==> config.mk <==
export PLATFORM = sky130hd
export DESIGN_NAME = proc_rr_arbiter_flat
export DESIGN_NICKNAME = d
export VERILOG_FILES = /design/src/rtl/proc_rr_arbiter_if.sv /design/src/rtl/proc_rr_arbiter.sv /design/src/flat_wrapper.sv
export SDC_FILE = /design/constraint.sdc
export NUM_CORES = 1
export LEC_CHECK = 0
export ABC_AREA = 1
export CORE_ASPECT_RATIO = 0.6
export CORE_MARGIN = 1
export CORE_UTILIZATION = 52
export DETAILED_ROUTE_END_ITERATION = 16
export GPL_TIMING_DRIVEN = 0
export PLACE_DENSITY = 0.78
export SETUP_SLACK_MARGIN = 0.5
export SLEW_MARGIN = 40
export SYNTH_ARGS = -nofsm -noshare
export SYNTH_HDL_FRONTEND = slang
export SYNTH_SLANG_ARGS = --single-unit
==> constraint.sdc <==
create_clock -name clk -period 2 [get_ports clk]
set_input_delay 0.6 -clock clk [delete_from_list [all_inputs] [get_ports clk]]
set_output_delay 0.6 -clock clk [all_outputs]
set_load 0.1 [all_outputs]
==> src/rtl/proc_rr_arbiter_if.sv <==
// Bundle between the requester/resource side and proc_rr_arbiter.
// The master modport is the requester/resource side: it drives req and res_done.
// The slave modport is the arbiter: it drives grant, status and completion signals.
interface proc_rr_arbiter_if #(
  parameter int unsigned NREQ = 4
);
  localparam int unsigned OW = $clog2(NREQ);

  logic [NREQ-1:0] req;
  logic [NREQ-1:0] gnt;
  logic [OW-1:0]   owner;
  logic            busy;
  logic            res_start;
  logic            res_done;
  logic [NREQ-1:0] ack;
  logic            tmo;

  modport master (
    output req,
    output res_done,
    input  gnt,
    input  owner,
    input  busy,
    input  res_start,
    input  ack,
    input  tmo
  );

  modport slave (
    input  req,
    input  res_done,
    output gnt,
    output owner,
    output busy,
    output res_start,
    output ack,
    output tmo
  );
endinterface

==> src/rtl/proc_rr_arbiter.sv <==
// Round-robin arbiter/sequencer sharing one start/done processing resource among NREQ
// requesters. Each transaction: grant one requester, pulse res_start, wait for res_done
// or a timeout of TMO_CYC wait cycles, pulse ack (or tmo) and rotate priority past the
// owner. Every output is registered.
//
// Optional: define PROC_RR_ARBITER_SVA_EN to compile protocol assertions and covers.
// Without it the module contains no assertion code and behaves identically.
module proc_rr_arbiter #(
  parameter int unsigned NREQ    = 4,
  parameter int unsigned TMO_CYC = 15
) (
  input logic               clk,
  input logic               rst_n,
  proc_rr_arbiter_if.slave  bus_io
);

  localparam int unsigned OW = $clog2(NREQ);
  // TMO_CYC is at most 255, so an 8-bit wait counter always suffices.
  localparam int unsigned CW = 8;

  localparam logic [1:0] StIdle    = 2'd0;
  localparam logic [1:0] StGrant   = 2'd1;
  localparam logic [1:0] StWait    = 2'd2;
  localparam logic [1:0] StRelease = 2'd3;

  logic [1:0]      state_q, state_d;
  logic [OW-1:0]   ptr_q, ptr_d;
  logic [CW-1:0]   cnt_q, cnt_d;
  logic [NREQ-1:0] gnt_q, gnt_d;
  logic [OW-1:0]   owner_q, owner_d;
  logic            busy_q, busy_d;
  logic            res_start_q, res_start_d;
  logic [NREQ-1:0] ack_q, ack_d;
  logic            tmo_q, tmo_d;

  // Round-robin pick
  logic [2*NREQ-1:0] req_dbl;
  logic [NREQ-1:0]   req_rot;
  logic              sel_vld;
  logic [OW-1:0]     sel;
  int unsigned       first;
  int unsigned       sel_sum;
  logic [OW-1:0]     ptr_nxt;

  // Rotate requests so bit 0 is the highest-priority requester, then find the first set bit.
  always_comb begin
    req_dbl = {bus_io.req, bus_io.req};
    req_rot = NREQ'(req_dbl >> ptr_q);
    sel_vld = |req_rot;
    first   = 0;
    for (int unsigned k = NREQ; k > 0; k--) begin
      if (req_rot[k-1]) begin
        first = k - 1;
      end
    end
    sel_sum = 32'(ptr_q) + first;
    if (sel_sum >= NREQ) begin
      sel_sum = sel_sum - NREQ;
    end
    sel = OW'(sel_sum);
  end

  // Priority moves to the requester just after the one being released, wrapping at NREQ.
  always_comb begin
    if (owner_q == OW'(NREQ - 1)) begin
      ptr_nxt = '0;
    end else begin
      ptr_nxt = owner_q + 1'b1;
    end
  end

  // Transaction sequencing and next values of all registered outputs.
  always_comb begin
    state_d     = state_q;
    ptr_d       = ptr_q;
    cnt_d       = cnt_q;
    gnt_d       = gnt_q;
    owner_d     = owner_q;
    res_start_d = 1'b0;
    ack_d       = '0;
    tmo_d       = 1'b0;

    case (state_q)
      StIdle: begin
        if (sel_vld) begin
          state_d     = StGrant;
          gnt_d       = {{(NREQ-1){1'b0}}, 1'b1} << sel;
          owner_d     = sel;
          res_start_d = 1'b1;
        end
      end
      StGrant: begin
        // res_done is deliberately not looked at until WAIT.
        state_d = StWait;
        cnt_d   = '0;
      end
      StWait: begin
        // A done on the last allowed cycle beats the timeout.
        if (bus_io.res_done) begin
          state_d = StRelease;
          gnt_d   = '0;
          ack_d   = gnt_q;
        end else if (cnt_q == CW'(TMO_CYC - 1)) begin
          state_d = StRelease;
          gnt_d   = '0;
          tmo_d   = 1'b1;
        end else begin
          cnt_d = cnt_q + 1'b1;
        end
      end
      StRelease: begin
        state_d = StIdle;
        ptr_d   = ptr_nxt;
      end
      default: begin
        state_d = StIdle;
        gnt_d   = '0;
      end
    endcase

    busy_d = (state_d != StIdle);
  end

  // State and output registers; synchronous reset abandons any transaction silently.
  always_ff @(posedge clk) begin
    if (!rst_n) begin
      state_q     <= StIdle;
      ptr_q       <= '0;
      cnt_q       <= '0;
      gnt_q       <= '0;
      owner_q     <= '0;
      busy_q      <= 1'b0;
      res_start_q <= 1'b0;
      ack_q       <= '0;
      tmo_q       <= 1'b0;
    end else begin
      state_q     <= state_d;
      ptr_q       <= ptr_d;
      cnt_q       <= cnt_d;
      gnt_q       <= gnt_d;
      owner_q     <= owner_d;
      busy_q      <= busy_d;
      res_start_q <= res_start_d;
      ack_q       <= ack_d;
      tmo_q       <= tmo_d;
    end
  end

  assign bus_io.gnt       = gnt_q;
  assign bus_io.owner     = owner_q;
  assign bus_io.busy      = busy_q;
  assign bus_io.res_start = res_start_q;
  assign bus_io.ack       = ack_q;
  assign bus_io.tmo       = tmo_q;

`ifdef PROC_RR_ARBITER_SVA_EN
  a_gnt_onehot0: assert property (@(posedge clk) disable iff (!rst_n)
    $onehot0(bus_io.gnt));

  a_start_pulse: assert property (@(posedge clk) disable iff (!rst_n)
    bus_io.res_start |=> !bus_io.res_start);

  a_done_after_busy: assert property (@(posedge clk) disable iff (!rst_n)
    ((bus_io.ack != '0) || bus_io.tmo) |-> $past(bus_io.busy));

  a_ack_tmo_excl: assert property (@(posedge clk) disable iff (!rst_n)
    !((bus_io.ack != '0) && bus_io.tmo));

  a_tmo_at_limit: assert property (@(posedge clk) disable iff (!rst_n)
    bus_io.tmo |-> $past((state_q == StWait) && (cnt_q == CW'(TMO_CYC - 1))));

  // Requester side: a granted request must stay up until ack or tmo.
  for (genvar i = 0; i < NREQ; i++) begin : g_req_hold
    a_req_held: assert property (@(posedge clk) disable iff (!rst_n)
      bus_io.gnt[i] |-> bus_io.req[i]);
  end

  c_timeout: cover property (@(posedge clk) disable iff (!rst_n) bus_io.tmo);

  c_ptr_wrap: cover property (@(posedge clk) disable iff (!rst_n)
    (ptr_q == OW'(NREQ - 1)) ##1 (ptr_q == '0));

  c_done_last: cover property (@(posedge clk) disable iff (!rst_n)
    (state_q == StWait) && bus_io.res_done && (cnt_q == CW'(TMO_CYC - 1)));
`endif

endmodule
==> src/flat_wrapper.sv <==
// flat-port wrapper written by rule: the top's interface ports become plain ports
module proc_rr_arbiter_flat 
#(
  parameter int unsigned NREQ    = 4,
  parameter int unsigned TMO_CYC = 15
)
  (clk, rst_n, bus_io_req, bus_io_res_done, bus_io_gnt, bus_io_owner, bus_io_busy, bus_io_res_start, bus_io_ack, bus_io_tmo);
  proc_rr_arbiter_if #(.NREQ(NREQ)) bus_io_i ();
  input logic clk;
  input logic rst_n;
  input wire logic [$bits(bus_io_i.req)-1:0] bus_io_req;
  input wire logic [$bits(bus_io_i.res_done)-1:0] bus_io_res_done;
  output wire logic [$bits(bus_io_i.gnt)-1:0] bus_io_gnt;
  output wire logic [$bits(bus_io_i.owner)-1:0] bus_io_owner;
  output wire logic [$bits(bus_io_i.busy)-1:0] bus_io_busy;
  output wire logic [$bits(bus_io_i.res_start)-1:0] bus_io_res_start;
  output wire logic [$bits(bus_io_i.ack)-1:0] bus_io_ack;
  output wire logic [$bits(bus_io_i.tmo)-1:0] bus_io_tmo;
  assign bus_io_i.req = bus_io_req;
  assign bus_io_i.res_done = bus_io_res_done;
  assign bus_io_gnt = bus_io_i.gnt;
  assign bus_io_owner = bus_io_i.owner;
  assign bus_io_busy = bus_io_i.busy;
  assign bus_io_res_start = bus_io_i.res_start;
  assign bus_io_ack = bus_io_i.ack;
  assign bus_io_tmo = bus_io_i.tmo;
  proc_rr_arbiter #(.NREQ(NREQ), .TMO_CYC(TMO_CYC)) u_core (.clk(clk), .rst_n(rst_n), .bus_io(bus_io_i));
endmodule
## Word-level counts from Yosys, hierarchy flattened

Index checks and enable logic that the tools add are counted.
W data, S select, Z words.

- $add $sub $neg: 4
- Magnitude comparators: 1
- Equality and inequality tests: 9
- Shift-type cells: 2
- Mux-type cells: 19
- Bitwise logic cells: 2
- Reduce and logical (&&, ||, !) cells: 11

Operator list:

| kind | count |
|---|---|
| $mux W2 | 9 |
| $mux W8 | 2 |
| $pmux W8 S2 | 1 |
| $mux W4 | 3 |
| $reduce_and A3 Y1 | 3 |
| $add A8 B1 Y8 const B | 1 |
| $eq A8 B4 Y1 const B | 1 |
| $pmux W2 S4 | 1 |
| $pmux W4 S2 | 1 |
| $shr A8 B2 Y4 | 1 |
| $eq A2 B2 Y1 const B | 3 |
| $reduce_bool A2 Y1 | 3 |
| $ne A2 B2 Y1 const B | 2 |
| $reduce_and A2 Y1 | 2 |
| $reduce_or A4 Y1 | 1 |
| $shl A1 B2 Y4 const A | 1 |
| $add A2 B2 Y3 | 1 |
| $ge A3 B3 Y1 const B | 1 |
| $ne A3 B2 Y1 const B | 1 |
| $reduce_or A3 Y1 | 1 |
| $add A2 B1 Y2 const B | 1 |
| $eq A2 B1 Y1 const B | 1 |
| $logic_not A2 Y1 | 1 |
| $mux W1 | 2 |
| 3 further kinds | 4 |

- Bits in registers: 25
- Bits of input ports: 7

## Longest topological paths before layout

- Depth in word-level cells: 11
- Depth in mapped cells: 14

## Worst setup path after synthesis

No wires, ideal clock.

- Kind: input to register
- From: input bus_io_req[1]
- To: register u_core.gnt_q[2], in the netlist u_core.bus_io.gnt[2]
- Arrival time: 1776 ps
- Data required time: 1928 ps
- Path slack: 151 ps
- Cell stages on the path: 11
- Buffers on the path: 0
- Cells stage by stage: nand2_1 nand3_1 nand2_2 nand3_1 a21boi_0 ha_1 xnor2_1 nand3_1 nand2_1 nand4_1 a21oi_1

- Cells in the longest elaborated chain, start to end: 11
- Elaborated cells on any way between the ends: 15

Ends and longest elaborated chain:

| item | line | RTL |
|---|---|---|
| from (decl) | flat_wrapper.sv:11 | `input wire logic [$bits(bus_io_i.req)-1:0] bus_io_req;` |
| $shr A8 B2 Y4 * | proc_rr_arbiter.sv:48 | `req_rot = NREQ'(req_dbl >> ptr_q);` |
| $mux W2 (4 in series) | proc_rr_arbiter.sv:52 | `if (req_rot[k-1]) begin` |
| $add A2 B2 Y3 | proc_rr_arbiter.sv:56 | `sel_sum = 32'(ptr_q) + first;` |
| $ge A3 B3 Y1 or $sub A2 B1 Y2 (tied branches) | proc_rr_arbiter.sv:57, proc_rr_arbiter.sv:58 |  |
| $mux W2 | proc_rr_arbiter.sv:57 | `if (sel_sum >= NREQ) begin` |
| $shl A1 B2 Y4 | proc_rr_arbiter.sv:87 | `gnt_d = {{(NREQ-1){1'b0}}, 1'b1} << sel;` |
| $mux W4 | proc_rr_arbiter.sv:85 | `if (sel_vld) begin` |
| $pmux W4 S2 | proc_rr_arbiter.sv:83 | `case (state_q)` |
| to (signal assigned) | proc_rr_arbiter.sv:140 | `gnt_q <= gnt_d;` |
| to (decl) | proc_rr_arbiter.sv:29 | `logic [NREQ-1:0] gnt_q, gnt_d;` |

Mark *: on every way between the ends. The rest lies on a longest branch, timed or not. The select of a mux whose other input is x is not followed.
A chain may end at the register's enable or synchronous reset.

## Final worst setup path

- From: register u_core.ptr_q[0]
- To: register u_core.gnt_q[2], in the netlist u_core.bus_io.gnt[2]

- Cells in the longest elaborated chain, start to end: 11
- Elaborated cells on any way between the ends: 15

Ends and longest elaborated chain:

| item | line | RTL |
|---|---|---|
| from (decl) | proc_rr_arbiter.sv:27 | `logic [OW-1:0] ptr_q, ptr_d;` |
| from (signal assigned) | proc_rr_arbiter.sv:138 | `ptr_q <= ptr_d;` |
| $shr A8 B2 Y4 | proc_rr_arbiter.sv:48 |  |
| $mux W2 (4 in series) | proc_rr_arbiter.sv:52 |  |
| $add A2 B2 Y3 | proc_rr_arbiter.sv:56 |  |
| $ge A3 B3 Y1 or $sub A2 B1 Y2 (tied branches) | proc_rr_arbiter.sv:57, proc_rr_arbiter.sv:58 |  |
| $mux W2 | proc_rr_arbiter.sv:57 |  |
| $shl A1 B2 Y4 | proc_rr_arbiter.sv:87 |  |
| $mux W4 | proc_rr_arbiter.sv:85 |  |
| $pmux W4 S2 | proc_rr_arbiter.sv:83 |  |

Several ways; a longest one is shown, not always the timed one. The select of a mux whose other input is x is not followed.

==> results.md <==
Outcome:
- The run finished with clean final reports.

Finish:
- Cells fill 85.5% of the core in the end.
- The area growth from synthesis to final layout is 49.4%.
- The finished layout cell area is 1920 µm².
- After the last flow step, the layout net total stands at 228.
- In the final layout, the share of cells above drive strength 1 is 53.1%.
- The repair_antennas step left the layout with diodes totalling 0.

Critical path:
- The setup path with the least slack is of type flop to flop.
- The endpoint type of the worst setup path is a flop.
- The startpoint of the most critical register-to-register path is u_core.ptr_q[0].
- For the worst setup path, the data required time is 2200 ps.
- The critical-path maximum fanout is 7.
- The launching element type of the critical path is a flop.
- The worst path arrival time is 2120 ps.
- In this run the worst setup path begins at u_core.ptr_q[0].
- The end of the worst register-to-register path is u_core.bus_io.gnt[2].
- The minimum setup slack among reg-to-reg paths is 80 ps.
- In this run the worst setup path terminates at u_core.bus_io.gnt[2].
- Counting cells, the worst reg-to-reg path comes to 14.

Power:
- The proportion of total power due to net switching is 48.4%.
- The relative contribution of the clock network to total power is 12.4%.
- The worst IR drop on VDD is 950 µV.
- The switching power of the nets is 1160 µW.
- In this run the power density over the cells is 1250 nW/µm².
- The internal power contribution is 1240 µW.
- In this run the static leakage power is 0.000838 µW.
- The share of total power dissipated in sequential elements is 28.3%.
- Combinational logic burns 59.3% of the power.
- Summing internal, switching and leakage power gives 2410 µW.

STA:
- Clock skew on the completed layout was measured at 7.56 ps.
- For the pin with the worst max-slew slack, the measured transition is 361 ps.
- The time the final worst path needs with I/O delays and setup is 1920 ps.
- Setup slack closes at 82.6 ps.
- The fraction of the cycle the final worst path needs is 95.9%.
- The number of hold-slack violations in the final timing report was 0.
- Setup repair after global routing could not meet its margin everywhere.
- Derived from the worst setup path, the maximum achievable clock frequency is 0.522 GHz.
- The worst slew margin relative to its limit is 75.9%.
- The number of max-slew violations in the final report was 0.
- The final setup violation count is 0.

Detailed routing:
- In this run the remaining antenna-violating nets after routing total 0.
- The overall via count from detail_route is 1316.
- After detailed routing, the number of vias per cell comes to 5.46.
- In the routed design, unresolved DRC markers number 0.
- After the first detailed-routing iteration, the DRC count stood at 76.
- After detailed routing, the average wire length per cell comes to 15.7 µm.
- The overall routed net length is 3.79 mm.
- The number of iterations in the first detailed-routing pass is 4.

Yosys:
- The biggest area consumer among synthesized cells is dfxtp_1.
- The distinct cell type count of the synthesized netlist is 27.
- The number of flops mapped to enable cells by yosys is 0.
- The cell area after technology mapping is 1280 µm².
- Yosys instantiated no cell more often than nand2_1.
- The mean post-synth cell area is 7.47 µm².
- The synthesized design devotes to its leading area cell type 38.9% of total area.
- The number of warnings printed during yosys synthesis is 0.
- The sequential element share of the synthesized area is 38.9%.
- In the synthesized netlist, the cells that appear most often are 29 x nand2_1, 25 x dfxtp_1, 23 x nor2_1.
- The number of instances in the synthesized netlist is 172.
- Counting flops with an async set or reset pin after synthesis yields a share of 0%.
- The number of nets handed over by synthesis was 188.
- Synthesis inferred 25 register bits.
- In the synthesized netlist the dominant register cell turns out to be dfxtp_1.
- In the post-synthesis netlist, the biggest area contributors are dfxtp_1 39%, ha_1 8.8%, nand2_1 8.5%, nor2_1 6.7%, nand3_1 6.6%.

Job:
- The tool flagged a number of max-cap violations equal to 0.

Clocking:
- The clock tree from TritonCTS is built.
- The maximum level of the CTS H-tree is 1.
- The source-to-sink clock delay at the later pin of the worst-skew pair is 270 ps.
- The maximum clock insertion buffer count is 2.
- The CTS buffer count is 3.
- The root buffer cell is clkbuf_8.
- The clock-pin slew on the worst setup and hold paths is 90 ps.
- The number of sinks handled by clock tree synthesis is 25.
- The quantity of hold-fixing buffers added after cts is 0.

Floorplan:
- In this run the horizontal extent of the chip is 66.2 µm.
- The die is 40.5 µm tall.
- 20 I/O pins were placed.
- The die area is 2680 µm².
- The floorplan has 13 rows.
- The initial utilization of the core area, before any placement, comes to 57.2%.
- The core area is 2240 µm².

Global route:
- Entering global routing, the biggest net connects 14 pins.
- The initial antenna violation count is 0.
- The first-pass GRT wire length is 5.25 mm.
- Across every metal layer, demand over resource in global routing totals 27.7%.
- The via count of the first global-routing pass is 1193.
- The total overflow reported by the global router is 0.

Placement:
- Prior to clock tree synthesis, the placed netlist has a worst setup slack of -610 ps.
- The instance area at placement is 1520 µm².
- The count of buffers from port buffering is 19.
- The weighted congestion reported at the end of routability-driven placement is 0.823.
- The total half-perimeter wirelength after legalization and detailed placement is 2.17 mm.

Min path:
- The path category of the worst min-delay check is flop to flop.
- The launch point of the worst hold path is u_core.bus_io.gnt[2].
-- cells by family after synthesis --
logic type | share of synthesized area (%)
buf+inv | 7.59
simple gates | 31.7
fa+ha+maj | 8.76
flops | 38.9
xor+xnor | 0.682
compound gates | 12.3
-- routing by layer --
layer | wire length, µm | vias to the layer above | global-route usage [%]
li1 | - | 641 | -
met1 | 1580 | 621 | 31.2
met2 | 1940 | 48 | 52.0
met3 | 212 | 6 | 7.67
met4 | 56 | 0 | 10.1
met5 | 0 | - | 0
-- worst min path at each step --
stage | end | slack (ps) | cells after the start
floorplan | u_core.cnt_q[0] | 450 | 1
global placement | u_core.bus_io.ack[1] | 430 | 2
detailed placement | u_core.bus_io.ack[3] | 420 | 2
CTS | u_core.bus_io.ack[3] | 450 | 2
global route | u_core.bus_io.ack[3] | 480 | 2
finish | u_core.bus_io.ack[2] | 470 | 2
-- cell type report --
class / instances / area (µm²)
inverter: 23 / 95.1
clock buffer: 4 / 45.0
sequential: 25 / 531
multi-input combinational: 123 / 877
tap: 30 / 37.5
timing repair buffer: 35 / 323
buffer: 1 / 11.3
fill: 137 / 325
-- critical path, stage by stage, from the launching register on --
cell	delay (ps)
dfxtp_4	400
buf_12	140
nand2_8	50
nand3_2	70
nand2_2	100
nand3_2	70
a21boi_2	140
ha_2	200
xnor2_2	80
inv_1	70
nand2_2	80
buf_6	120
nand2_2	60
nand4_1	110
a21oi_2	160
-- what timing repair did --
item                                    CTS  global route
gates cloned                              0             0
endpoints found under the setup margin   31            19
pin swaps                                22            17
buffers inserted                         12             4
gates resized for setup                  66            33
-- state kept, by name, summed over array words and instances, names as in the netlist, 2 cells and up --
signal               flops
u_core.bus_io.ack        4
u_core.state_q           2
u_core.bus_io.gnt        4
u_core.cnt_q             8
u_core.ptr_q             2
u_core.bus_io.owner      2
-- power groups by stage --
stage	Combinational (µW)	Sequential, µW	Clock, µW
3_5_place_dp	1030	666	0
6_report	1430	680	298
5_1_grt	1510	687	321
4_1_cts	1280	667	303
3_3_place_gp	1060	660	0
2_1_floorplan	469	1050	0
-- placed cells by master, fill, tap and decap left out, types with 2 or more instances in the layout --
cell type | Yosys | final
dfxtp_1 | 25 | 5
nor2_1 | 23 | 20
nand2_8 | 0 | 2
nand3_2 | 0 | 9
dfxtp_4 | 0 | 2
or2_2 | 2 | 2
nand4_1 | 3 | 3
clkbuf_8 | 0 | 3
nand3_4 | 1 | 2
nor2_4 | 0 | 2
nand2_2 | 5 | 10
dfxtp_2 | 0 | 18
a21oi_2 | 0 | 4
buf_12 | 0 | 3
inv_2 | 2 | 7
ha_2 | 0 | 2
o21ai_0 | 8 | 5
buf_6 | 1 | 9
buf_4 | 0 | 18
buf_2 | 0 | 4
nand3_1 | 17 | 7
ha_1 | 9 | 7
a21oi_1 | 13 | 9
inv_1 | 20 | 13
nand2_1 | 29 | 18
dlygate4sd2_1 | 0 | 2
o21ai_1 | 1 | 3
nand2_4 | 2 | 6
-- stage by stage --
step / cells / setup TNS (ps) / hold WS [ps]
6_report: 241 / 0 / 467
5_1_grt: 241 / -110 / 485
4_1_cts: 237 / 0 / 450
3_5_place_dp: 221 / -3600 / 425
3_3_place_gp: 221 / -3190 / 428
2_1_floorplan: 172 / 0 / 447
(Power assumes the default switching activity.)
